$ cat config.mk
export PLATFORM = sky130hd
export DESIGN_NAME = clause_row_scanner_flat
export DESIGN_NICKNAME = d
export VERILOG_FILES = /design/src/rtl/clause_row_scanner_pkg.sv /design/src/rtl/clause_row_scanner_if.sv /design/src/rtl/clause_row_scanner_matcher.sv /design/src/rtl/clause_row_scanner.sv /design/src/flat_wrapper.sv
export SDC_FILE = /design/constraint.sdc
export NUM_CORES = 1
export LEC_CHECK = 0
export ABC_AREA = 0
export CAP_MARGIN = 5
export CORE_ASPECT_RATIO = 0.6
export CORE_UTILIZATION = 58
export DETAILED_ROUTE_END_ITERATION = 6
export DONT_BUFFER_PORTS = 1
export GPL_ROUTABILITY_DRIVEN = 0
export MAX_ROUTING_LAYER = met4
export PLACE_DENSITY = 0.85
export REMOVE_ABC_BUFFERS = 1
export SLEW_MARGIN = 20
export SYNTH_ARGS = -nofsm -noshare
export SYNTH_HDL_FRONTEND = slang
export SYNTH_SLANG_ARGS = --single-unit
$ cat constraint.sdc
create_clock -name clk -period 2.5 [get_ports clk]
set_clock_uncertainty 0.2 [all_clocks]
set_input_delay 0.5 -clock clk [delete_from_list [all_inputs] [get_ports clk]]
set_output_delay 0.5 -clock clk [all_outputs]
set_load 0.02 [all_outputs]
$ cat src/rtl/clause_row_scanner_pkg.sv
// clause_pkg: shared literal types and helpers for the clause datapath
package clause_pkg;
  localparam int LIT_WIDTH_DEF = 6;
  typedef enum logic [1:0] {EXACT = 2'd0, COMPL = 2'd1, EITHER = 2'd2} scan_mode_e;
  function automatic logic [LIT_WIDTH_DEF-1:0] lit_compl(input logic [LIT_WIDTH_DEF-1:0] l);
    return l ^ LIT_WIDTH_DEF'(1);
  endfunction
  function automatic logic lit_is_empty(input logic [LIT_WIDTH_DEF-1:0] l);
    return l[LIT_WIDTH_DEF-1:1] == '0;
  endfunction
endpackage

$ cat src/rtl/clause_row_scanner_if.sv
// clause_row_scanner_if: load, start and result handshakes of the row scanner
interface clause_row_scanner_if import clause_pkg::*; #(
  parameter int COLS_PER_ROW = 4,
  parameter int LIT_WIDTH = LIT_WIDTH_DEF,
  parameter int NUM_ROWS = 16
);
  localparam int ROW_W = $clog2(NUM_ROWS);
  logic load_valid, load_ready;
  logic [ROW_W-1:0] load_addr;
  logic [COLS_PER_ROW*LIT_WIDTH-1:0] load_row;
  logic start_valid, start_ready;
  logic [LIT_WIDTH-1:0] start_literal;
  logic [1:0] start_mode;
  logic out_valid, out_ready, out_last, done;
  logic [ROW_W-1:0] out_row_idx;
  logic [COLS_PER_ROW-1:0] out_pos_mask, out_neg_mask;
  logic [ROW_W:0] match_count;
  modport master (
    output load_valid, load_addr, load_row, start_valid, start_literal, start_mode, out_ready,
    input load_ready, start_ready, out_valid, out_row_idx, out_pos_mask, out_neg_mask, out_last, done, match_count
  );
  modport slave (
    input load_valid, load_addr, load_row, start_valid, start_literal, start_mode, out_ready,
    output load_ready, start_ready, out_valid, out_row_idx, out_pos_mask, out_neg_mask, out_last, done, match_count
  );
endinterface

$ cat src/rtl/clause_row_scanner_matcher.sv
// literal_row_matcher: per-slot exact/complement match of one row against target t
module literal_row_matcher import clause_pkg::*; #(
  parameter int COLS_PER_ROW = 4,
  parameter int LIT_WIDTH = LIT_WIDTH_DEF
) (
  input  logic [COLS_PER_ROW*LIT_WIDTH-1:0] row,
  input  logic [LIT_WIDTH-1:0] t,
  input  scan_mode_e mode,
  output logic [COLS_PER_ROW-1:0] pos_mask,
  output logic [COLS_PER_ROW-1:0] neg_mask
);
  logic pos_en, neg_en;
  assign pos_en = mode != COMPL && !lit_is_empty(t);
  assign neg_en = mode != EXACT && !lit_is_empty(t);
  for (genvar i = 0; i < COLS_PER_ROW; i++) begin : g_slot
    logic [LIT_WIDTH-1:0] lit;
    assign lit = row[i*LIT_WIDTH +: LIT_WIDTH];
    assign pos_mask[i] = pos_en && !lit_is_empty(lit) && lit == t;
    assign neg_mask[i] = neg_en && !lit_is_empty(lit) && lit == lit_compl(t);
  end
endmodule

$ cat src/rtl/clause_row_scanner.sv
// clause_row_scanner: row store streamed through a two-stage literal match pipeline
module clause_row_scanner import clause_pkg::*; #(
  parameter int COLS_PER_ROW = 4,
  parameter int LIT_WIDTH = LIT_WIDTH_DEF,
  parameter int NUM_ROWS = 16
) (
  input logic clk,
  input logic rst,
  clause_row_scanner_if.slave bus
);
  localparam int ROW_W = $clog2(NUM_ROWS);
  localparam int RW = COLS_PER_ROW*LIT_WIDTH;
  localparam logic [ROW_W-1:0] LAST = ROW_W'(NUM_ROWS-1);
  typedef enum logic [1:0] {IDLE, SCAN, DRAIN} state_e;
  state_e state, state_nx;
  logic [RW-1:0] rows [NUM_ROWS];
  logic [LIT_WIDTH-1:0] t_q;
  scan_mode_e mode_q;
  logic [ROW_W-1:0] cnt, s1_idx;
  logic [RW-1:0] s1_row;
  logic s1_valid, en, issue, fire, start_fire;
  logic [COLS_PER_ROW-1:0] pos, neg;
  assign en = !bus.out_valid || bus.out_ready;
  assign issue = state == SCAN && en;
  assign fire = bus.out_valid && bus.out_ready;
  assign bus.load_ready = state == IDLE;
  assign bus.start_ready = state == IDLE;
  assign start_fire = bus.start_ready && bus.start_valid;
  literal_row_matcher #(.COLS_PER_ROW(COLS_PER_ROW), .LIT_WIDTH(LIT_WIDTH)) u_match (
    .row(s1_row), .t(t_q), .mode(mode_q), .pos_mask(pos), .neg_mask(neg)
  );
  always_comb begin
    state_nx = start_fire ? SCAN
             : (issue && cnt == LAST) ? DRAIN
             : (state == DRAIN && fire && bus.out_last) ? IDLE
             : state;
  end
  always_ff @(posedge clk) begin
    if (rst) state <= IDLE;
    else state <= state_nx;
  end
  always_ff @(posedge clk) begin
    if (rst) begin
      for (int r = 0; r < NUM_ROWS; r++) rows[r] <= '0;
      t_q <= '0;
      mode_q <= EXACT;
      cnt <= '0;
      s1_valid <= 1'b0;
      s1_row <= '0;
      s1_idx <= '0;
      bus.out_valid <= 1'b0;
      bus.out_pos_mask <= '0;
      bus.out_neg_mask <= '0;
      bus.out_row_idx <= '0;
      bus.out_last <= 1'b0;
      bus.done <= 1'b0;
      bus.match_count <= '0;
    end else begin
      bus.done <= state == DRAIN && fire && bus.out_last;
      if (bus.load_ready && bus.load_valid) rows[bus.load_addr] <= bus.load_row;
      if (start_fire) begin
        t_q <= bus.start_literal;
        mode_q <= bus.start_mode == 2'd3 ? EITHER : scan_mode_e'(bus.start_mode);
        cnt <= '0;
      end else if (issue && cnt != LAST) cnt <= cnt + ROW_W'(1);
      if (start_fire) bus.match_count <= '0;
      else if (fire && |(bus.out_pos_mask | bus.out_neg_mask)) bus.match_count <= bus.match_count + (ROW_W+1)'(1);
      // every pipeline stage freezes together under backpressure
      if (en) begin
        s1_valid <= issue;
        s1_row <= rows[cnt];
        s1_idx <= cnt;
        bus.out_valid <= s1_valid;
        bus.out_pos_mask <= s1_valid ? pos : '0;
        bus.out_neg_mask <= s1_valid ? neg : '0;
        bus.out_row_idx <= s1_idx;
        bus.out_last <= s1_valid && s1_idx == LAST;
      end
    end
  end
endmodule

$ cat src/flat_wrapper.sv
// flat-port wrapper written by rule: the top's interface ports become plain ports
module clause_row_scanner_flat import clause_pkg::*;
#(
  parameter int COLS_PER_ROW = 4,
  parameter int LIT_WIDTH = LIT_WIDTH_DEF,
  parameter int NUM_ROWS = 16
)
  (clk, rst, bus_load_valid, bus_load_addr, bus_load_row, bus_start_valid, bus_start_literal, bus_start_mode, bus_out_ready, bus_load_ready, bus_start_ready, bus_out_valid, bus_out_row_idx, bus_out_pos_mask, bus_out_neg_mask, bus_out_last, bus_done, bus_match_count);
  clause_row_scanner_if #(.COLS_PER_ROW(COLS_PER_ROW), .LIT_WIDTH(LIT_WIDTH), .NUM_ROWS(NUM_ROWS)) bus_i ();
  input logic clk;
  input logic rst;
  input wire logic [$bits(bus_i.load_valid)-1:0] bus_load_valid;
  input wire logic [$bits(bus_i.load_addr)-1:0] bus_load_addr;
  input wire logic [$bits(bus_i.load_row)-1:0] bus_load_row;
  input wire logic [$bits(bus_i.start_valid)-1:0] bus_start_valid;
  input wire logic [$bits(bus_i.start_literal)-1:0] bus_start_literal;
  input wire logic [$bits(bus_i.start_mode)-1:0] bus_start_mode;
  input wire logic [$bits(bus_i.out_ready)-1:0] bus_out_ready;
  output wire logic [$bits(bus_i.load_ready)-1:0] bus_load_ready;
  output wire logic [$bits(bus_i.start_ready)-1:0] bus_start_ready;
  output wire logic [$bits(bus_i.out_valid)-1:0] bus_out_valid;
  output wire logic [$bits(bus_i.out_row_idx)-1:0] bus_out_row_idx;
  output wire logic [$bits(bus_i.out_pos_mask)-1:0] bus_out_pos_mask;
  output wire logic [$bits(bus_i.out_neg_mask)-1:0] bus_out_neg_mask;
  output wire logic [$bits(bus_i.out_last)-1:0] bus_out_last;
  output wire logic [$bits(bus_i.done)-1:0] bus_done;
  output wire logic [$bits(bus_i.match_count)-1:0] bus_match_count;
  assign bus_i.load_valid = bus_load_valid;
  assign bus_i.load_addr = bus_load_addr;
  assign bus_i.load_row = bus_load_row;
  assign bus_i.start_valid = bus_start_valid;
  assign bus_i.start_literal = bus_start_literal;
  assign bus_i.start_mode = bus_start_mode;
  assign bus_i.out_ready = bus_out_ready;
  assign bus_load_ready = bus_i.load_ready;
  assign bus_start_ready = bus_i.start_ready;
  assign bus_out_valid = bus_i.out_valid;
  assign bus_out_row_idx = bus_i.out_row_idx;
  assign bus_out_pos_mask = bus_i.out_pos_mask;
  assign bus_out_neg_mask = bus_i.out_neg_mask;
  assign bus_out_last = bus_i.out_last;
  assign bus_done = bus_i.done;
  assign bus_match_count = bus_i.match_count;
  clause_row_scanner #(.COLS_PER_ROW(COLS_PER_ROW), .LIT_WIDTH(LIT_WIDTH), .NUM_ROWS(NUM_ROWS)) u_core (.clk(clk), .rst(rst), .bus(bus_i));
endmodule
==> results of run 1 <==
## power breakdown
part | internal [W] | total, W | switching, W
Clock | 0.00354 | 0.00623 | 0.00269
Combinational | 0.000418 | 0.00105 | 0.000635
Sequential | 0.00834 | 0.00848 | 0.000134
## tightest hold or removal path, stage by stage
cell and delay [ps]:
nor2_1 80, nand2_1 90, nand3_1 60
## through the flow
step                      cells  hold slack, ps
after floorplan            1344             234
after global placement     1879             250
after detailed placement   1879             255
after CTS                  1985            5.97
after global routing       1991            21.7
final                      1992            31.7
## worst max-delay path by stage
stage	slack, ps	cells past startpoint	endpoint	startpoint
after CTS	70	5	u_core.rows[12][16]	u_core.state[1]
after floorplan	-2870	4	u_core.s1_row[1]	u_core.cnt[1]
after global routing	10	5	u_core.rows[12][16]	u_core.state[0]
final	70	5	u_core.rows[12][16]	u_core.state[0]
after detailed placement	10	5	u_core.rows[12][1]	rst
after global placement	30	5	u_core.rows[0][0]	rst
## final cells by class
| class | instances | area [µm²] | area share, % |
|---|---|---|---|
| timing repair buffer | 110 | 1220 | 5.38 |
| clock inverter | 18 | 183 | 0.805 |
| antenna | 7 | 17.5 | 0.0772 |
| tap | 459 | 574 | 2.53 |
| multi-input combinational | 893 | 6770 | 29.8 |
| clock buffer | 54 | 1110 | 4.91 |
| inverter | 4 | 15.0 | 0.0661 |
| sequential | 447 | 12800 | 56.4 |
## logic make-up (layout without fill, tap and decap cells)
kind of cell,after synthesis,after routing,share of synthesized area [%]
other,0,7,0
AO/OA/AOI/OAI,122,122,4.14
buffers and inverters,122,186,2.83
multiplexers,137,137,10.5
AND/OR/NAND/NOR,607,607,17.7
XOR/XNOR,25,25,1.09
adder cells (fa/ha/maj),2,2,0.124
flip-flops,447,447,63.6
## timing repair
item                       in CTS  in global routing
hold buffers                   34                  0
setup endpoints to repair       0                 16
hold endpoints to repair      433                  0
## registers in the layout, summed over array words and instances, names as in the netlist, 2 cells and up
name                     cells
u_core.cnt                   4
u_core.rows                384
u_core.s1_row               24
u_core.bus.out_pos_mask      4
u_core.mode_q                2
u_core.t_q                   6
u_core.bus.out_row_idx       4
u_core.s1_idx                4
u_core.bus.match_count       5
u_core.bus.out_neg_mask      4
u_core.state                 2
## layout by cell type, fill, tap and decap left out, drive strengths merged, types with 5 or more instances in the layout
| cell type | netlist | layout |
|---|---|---|
| o221ai | 7 | 7 |
| nand2 | 63 | 63 |
| a211oi | 9 | 9 |
| mux2 | 11 | 11 |
| a22o | 8 | 8 |
| dfxtp | 63 | 63 |
| diode | 0 | 7 |
| edfxtp | 384 | 384 |
| xnor2 | 14 | 14 |
| a221oi | 6 | 6 |
| nor2 | 50 | 50 |
| dlygate4sd3 | 0 | 33 |
| a311oi | 5 | 5 |
| nor3 | 21 | 21 |
| nand4 | 10 | 10 |
| nor2b | 9 | 9 |
| and2 | 388 | 388 |
| clkinv | 0 | 13 |
| mux4 | 58 | 58 |
| xor2 | 11 | 11 |
| nor3b | 5 | 5 |
| buf | 34 | 77 |
| a21oi | 37 | 37 |
| o22ai | 18 | 18 |
| mux2i | 68 | 68 |
| clkbuf | 84 | 54 |
| nand2b | 5 | 5 |
| o21ai | 5 | 5 |
| nand3 | 9 | 9 |
| nor4 | 13 | 13 |
| or2 | 19 | 19 |
| a22oi | 20 | 20 |
## layer usage
layer | share of wire [%] | vias to the layer above | GRT usage (%)
li1 | - | 5384 | -
met1 | 41 | 6306 | 44.4
met2 | 43 | 822 | 43.9
met3 | 14 | 82 | 9.14
met4 | 1.7 | 0 | 6.46
met5 | 0 | - | -
==> results.md, run 1 <==
- Synth cell count leaders: 388 x and2_1, 384 x edfxtp_1, 78 x clkbuf_1
- Post-CTS Setup Inserts: 0
- Slowest cell on crit path: nor4b_4
- Final setup vio count: 0
- Synthesized area: 20100 µm²
- Ys async rst share: 0%
- Cell family with most CP delay: simple AND/OR/NAND/NOR gates
- Yosys warning count: 0
- 1st-pass router iterations: 6
- R2R Setup Slk: 70 ps
- Worst-path fanout max: 7
- PortBufs: 0
- Worst skew pair latency: 550 ps
- Layout fillers: 2275
- DRC violations left: 0
- Largest net degree at the start of global routing: 50
- Synth top area cells: edfxtp_1 57%, and2_1 12%, mux4_2 6.5%
- Worst IR Drop VDD: 456 µV
- Total chip power: 0.0158 W
- Worst slew pin tran: 1170 ps
- Dpl cell area: 21000 µm²
- First-pass GRT wire length: 78300 µm
- Clock sink total: 447
- Synth top area share: 57.3%
- Final clock period utilization by the worst path: 97.1%
- Hold Path Sink: u_core.s1_row[19]
- Die Width: 242 µm
- Hold path start: rst
- Headroom to the max-slew limit: 22.2%
- GRT Util Overall: 30.9%
- Most frequent cell after synthesis: and2_1
- Vias per cell: 6.32
- Maxcap violations: 0
- CP peak stage delay: 530 ps
- Top FF cell, synth: edfxtp_1
- Register area share after synthesis: 63.6%
- ANT nets after route: 0
- Bufs on Longest Clock Path: 3
- Dominant cell type by area after synthesis: edfxtp_1
- Clk slew on worst S/H paths: 70 ps
- H-tree levels: 2
- CTS tree: yes
- Final #Nets: 1539
- WL final: 51900 µm
- Sum of negative setup slack: 0 ps
- DR vias: 12600
- Nature of the critical path startpoint: flop
- CTS Buf Count: 40
- Pre-CTS setup slack: 11.2 ps
- Final Cell Area: 22700 µm²
- RSZ-0062 raised after global routing: no
- CTS Root Cell: clkbuf_16
- Max Freq: 412 MHz
- Mapped Cells: 1462
- HP Class: input port to flop
- Detail Placement HPWL: 33700 µm
- Crit path kind: flop to flop
- Worst R2R Path Depth: 5
- Die area: 35500 µm²
- Worst Path Buf+Inv: 1
- Initial Utilization: 59.3%
- Worst Path Arrival: 2480 ps
- Syn Area/Cell: 13.8 µm²
- Vias in the first global route: 12400
- GRT overflow: 0
- Hold Crit Depth: 3
- DR iter-0 viols: 1756
- I/O pins: 63
- CTS resizes: 0
- Area growth syn-to-layout: 12.9%
- Reg2reg start: u_core.state[0]
- CP Cell Sequence: nor4b_4 > or3b_4 > nor2_4 > or2_2 > buf_4
- Core Rows: 52
- Leak: 8.12 nW
- Synth Register Bits: 447
- Share of cells above drive strength 1: 15.5%
- Setup WS post-layout: 73.4 ps
- Final core occ: 67.0%
- Post-synth cell types: 53
- Outcome: finished, final reports clean
- Final Hold Viols: 0
- Die height: 146 µm
- Core area: 33900 µm²
- Max Slew Vio Count: 0
- Routed WL per cell: 26.1 µm
- EDFF count, synth: 384
- PwrDens: 695 nW/µm²
- Critical Path End Type: flop
- Critical R2R Capture: u_core.rows[12][16]
- Minimum clock period after layout: 2430 ps
- CP required: 2560 ps
- Initial antenna violation count: 7
No activity file was read; power rests on OpenSTA's default activity.
==> run 2, diff against run 1 <==
--- a/config.mk
+++ b/config.mk
@@ -7,13 +7,15 @@
 export LEC_CHECK = 0
 export ABC_AREA = 0
 export CAP_MARGIN = 5
+export CELL_PAD_IN_SITES_DETAIL_PLACEMENT = 0
+export CELL_PAD_IN_SITES_GLOBAL_PLACEMENT = 1
 export CORE_ASPECT_RATIO = 0.6
-export CORE_UTILIZATION = 58
+export CORE_UTILIZATION = 48
 export DETAILED_ROUTE_END_ITERATION = 6
 export DONT_BUFFER_PORTS = 1
 export GPL_ROUTABILITY_DRIVEN = 0
 export MAX_ROUTING_LAYER = met4
-export PLACE_DENSITY = 0.85
+export PLACE_DENSITY = 0.84
 export REMOVE_ABC_BUFFERS = 1
 export SLEW_MARGIN = 20
 export SYNTH_ARGS = -nofsm -noshare
==> results.md, run 2 (same netlist as run 1, synthesis figures left out) <==
- DRC violations left: 0 (unchanged)
- Max Slew Vio Count: 0 (unchanged)
- Routed WL per cell: 25.0 µm (-4.1%)
- Critical R2R Capture: u_core.rows[4][9]
- Leak: 8.30 nW (+2.1%)
- PortBufs: 0 (unchanged)
- Worst Path Arrival: 2590 ps (+110 ps)
- Clk slew on worst S/H paths: 70 ps (about the same)
- Headroom to the max-slew limit: 38.3% (+16 points)
- HP Class: input port to flop
- Layout fillers: 3220 (+42%)
- I/O pins: 63 (unchanged)
- First-pass GRT wire length: 78100 µm (-0.20%)
- GRT Util Overall: 25.9% (-5.1 points)
- Initial antenna violation count: 7 (unchanged)
- WL final: 52900 µm (+1.9%)
- CP required: 2570 ps (about the same)
- 1st-pass router iterations: 7 (+1)
- Most frequent cells in the layout: 388 x and2_1, 384 x edfxtp_1, 68 x mux2i_1
- DR iter-0 viols: 1543 (-12%)
- Outcome: finished with violations
- Final #Nets: 1558 (+1.2%)
- Max reg flops: 384 (unchanged)
- Share of cells above drive strength 1: 17.4% (+1.9 points)
- Largest net degree at the start of global routing: 55 (+10%)
- ANT nets after route: 0 (unchanged)
- Vias per cell: 5.81 (-8.2%)
- Core Rows: 57 (+9.6%)
- Final Cell Area: 23200 µm² (+2.0%)
- Vias in the first global route: 11900 (-4.5%)
- Seq. cell area: 12800 µm² (about the same)
- Area growth syn-to-layout: 15.2%
- Worst skew pair latency: 550 ps (about the same)
- Detail Placement HPWL: 34400 µm (+2.2%)
- Hold Path Sink: u_core.s1_row[20]
- GRT overflow: 0 (unchanged)
- Dpl cell area: 21300 µm² (+1.3%)
- Setup WS post-layout: -28.2 ps (-102 ps)
- Die area: 42800 µm² (+21%)
- Clock sink total: 447 (unchanged)
- Area of the multi-input gates: 6810 µm² (+0.54%)
- PwrDens: 690 nW/µm² (-0.58%)
- CTS tree: yes
- Most common cell after layout, fill and taps aside: and2_1
- Die height: 161 µm (+9.8%)
- Final Hold Viols: 0 (unchanged)
- Pre-CTS setup slack: -123 ps (-134 ps)
- DR vias: 12300 (-2.5%)
- Max Freq: 396 MHz (-4.0%)
- Bufs on Longest Clock Path: 3 (unchanged)
- Reg2reg start: u_core.state[0]
- Sum of negative setup slack: -392 ps (-392 ps)
- Die Width: 266 µm (+9.8%)
- Core area: 40900 µm² (+21%)
- RSZ-0062 raised after global routing: yes
- Reg with most FFs: u_core.rows
- Crit path kind: flop to flop
- Biggest regs: u_core.rows x384, u_core.s1_row x24, u_core.t_q x6
- CTS Root Cell: clkbuf_16
- Min Hold Slack: 20.3 ps (-11.4 ps)
- Critical Path End Type: flop
- Worst slew pin tran: 922 ps (-243 ps)
- Failing checks: setup timing
- R2R Setup Slk: -30 ps (-100 ps)
- CTS Buf Count: 41 (+2.5%)
- H-tree levels: 2 (unchanged)
- Initial Utilization: 49.2% (-10 points)
- Final setup vio count: 15 (+15)
- Final clock period utilization by the worst path: 101% (+4.1 points)
- Worst-path fanout max: 9 (+2)
- Hold path start: rst
- Minimum clock period after layout: 2530 ps (+102 ps)
- Maxcap violations: 0 (unchanged)
- Worst R2R Path Depth: 6 (+1)
- Worst IR Drop VDD: 526 µV (+15%)
- Hold Crit Depth: 3 (unchanged)
- Nature of the critical path startpoint: flop
## run 2: cell types whose count changed in the layout (fill, tap and decap cells not counted), sizes merged
cell | previous run | this run
bufinv | 4 | 3
buf | 77 | 93
clkinvlp | 1 | 4
inv | 4 | 5
clkinv | 13 | 18
clkbuf | 54 | 52
## run 2: worst max path at each step
stage	startpoint	end	slack [ps]	cells after the start
6_report	u_core.state[0]	u_core.rows[4][9]	-30	6
5_1_grt	u_core.state[0]	u_core.rows[3][9]	-70	7
3_5_place_dp	rst	u_core.rows[0][16]	-120	6
3_3_place_gp	rst	u_core.rows[8][1]	-80	6
4_1_cts	u_core.state[0]	u_core.rows[0][22]	20	6
2_1_floorplan	u_core.cnt[1]	u_core.s1_row[1]	-2870	4
## run 2: where the power goes
part           internal, W  switching [W]
sequential         0.00834       0.000133
combinational     0.000457       0.000657
clock              0.00359        0.00282
total               0.0124        0.00361
## run 2: repair_timing
action / CTS / global route
pin swaps: 1 / 2
hold buffers: 34 / 0
resized for setup: 5 / 11
gates cloned: 0 / 2
buffers inserted: 1 / 1
endpoints found under the setup margin: 67 / 202
endpoints found under the hold margin: 433 / 0
## run 2: layer usage
layer	global-route usage, %	share of wire (%)	routed length (µm)
met1	40.3	46	24200
met2	33.6	41	21500
met3	7.28	12	6590
met4	4.05	1.2	633
met5	-	0	0
## run 2: metrics by stage
step	total power, W	utilization, %	instances
2_1_floorplan	0.00913	-	1344
3_3_place_gp	0.00953	52.2	1994
3_5_place_dp	0.00956	52.2	1994
4_1_cts	0.0161	56.4	2105
5_1_grt	0.0165	56.7	2114
6_report	0.0160	56.7	2115
## run 2: cell type report
type	count	area share, %
well taps	560	3.02
flip-flops and latches	447	55.3
clock buffers	50	4.94
inverters	4	0.0648
multi-input cells	893	29.4
repair buffers	128	6.30
diodes	7	0.0756
clock inverters	26	0.929
## run 2: worst max-delay path, stage by stage, from the launching register on
cell       delay [ps]
dfxtp_2           350
nor4b_4           480
buf_4             210
or3b_4            460
nor2_4            140
or2_4             210
clkbuf_16         190
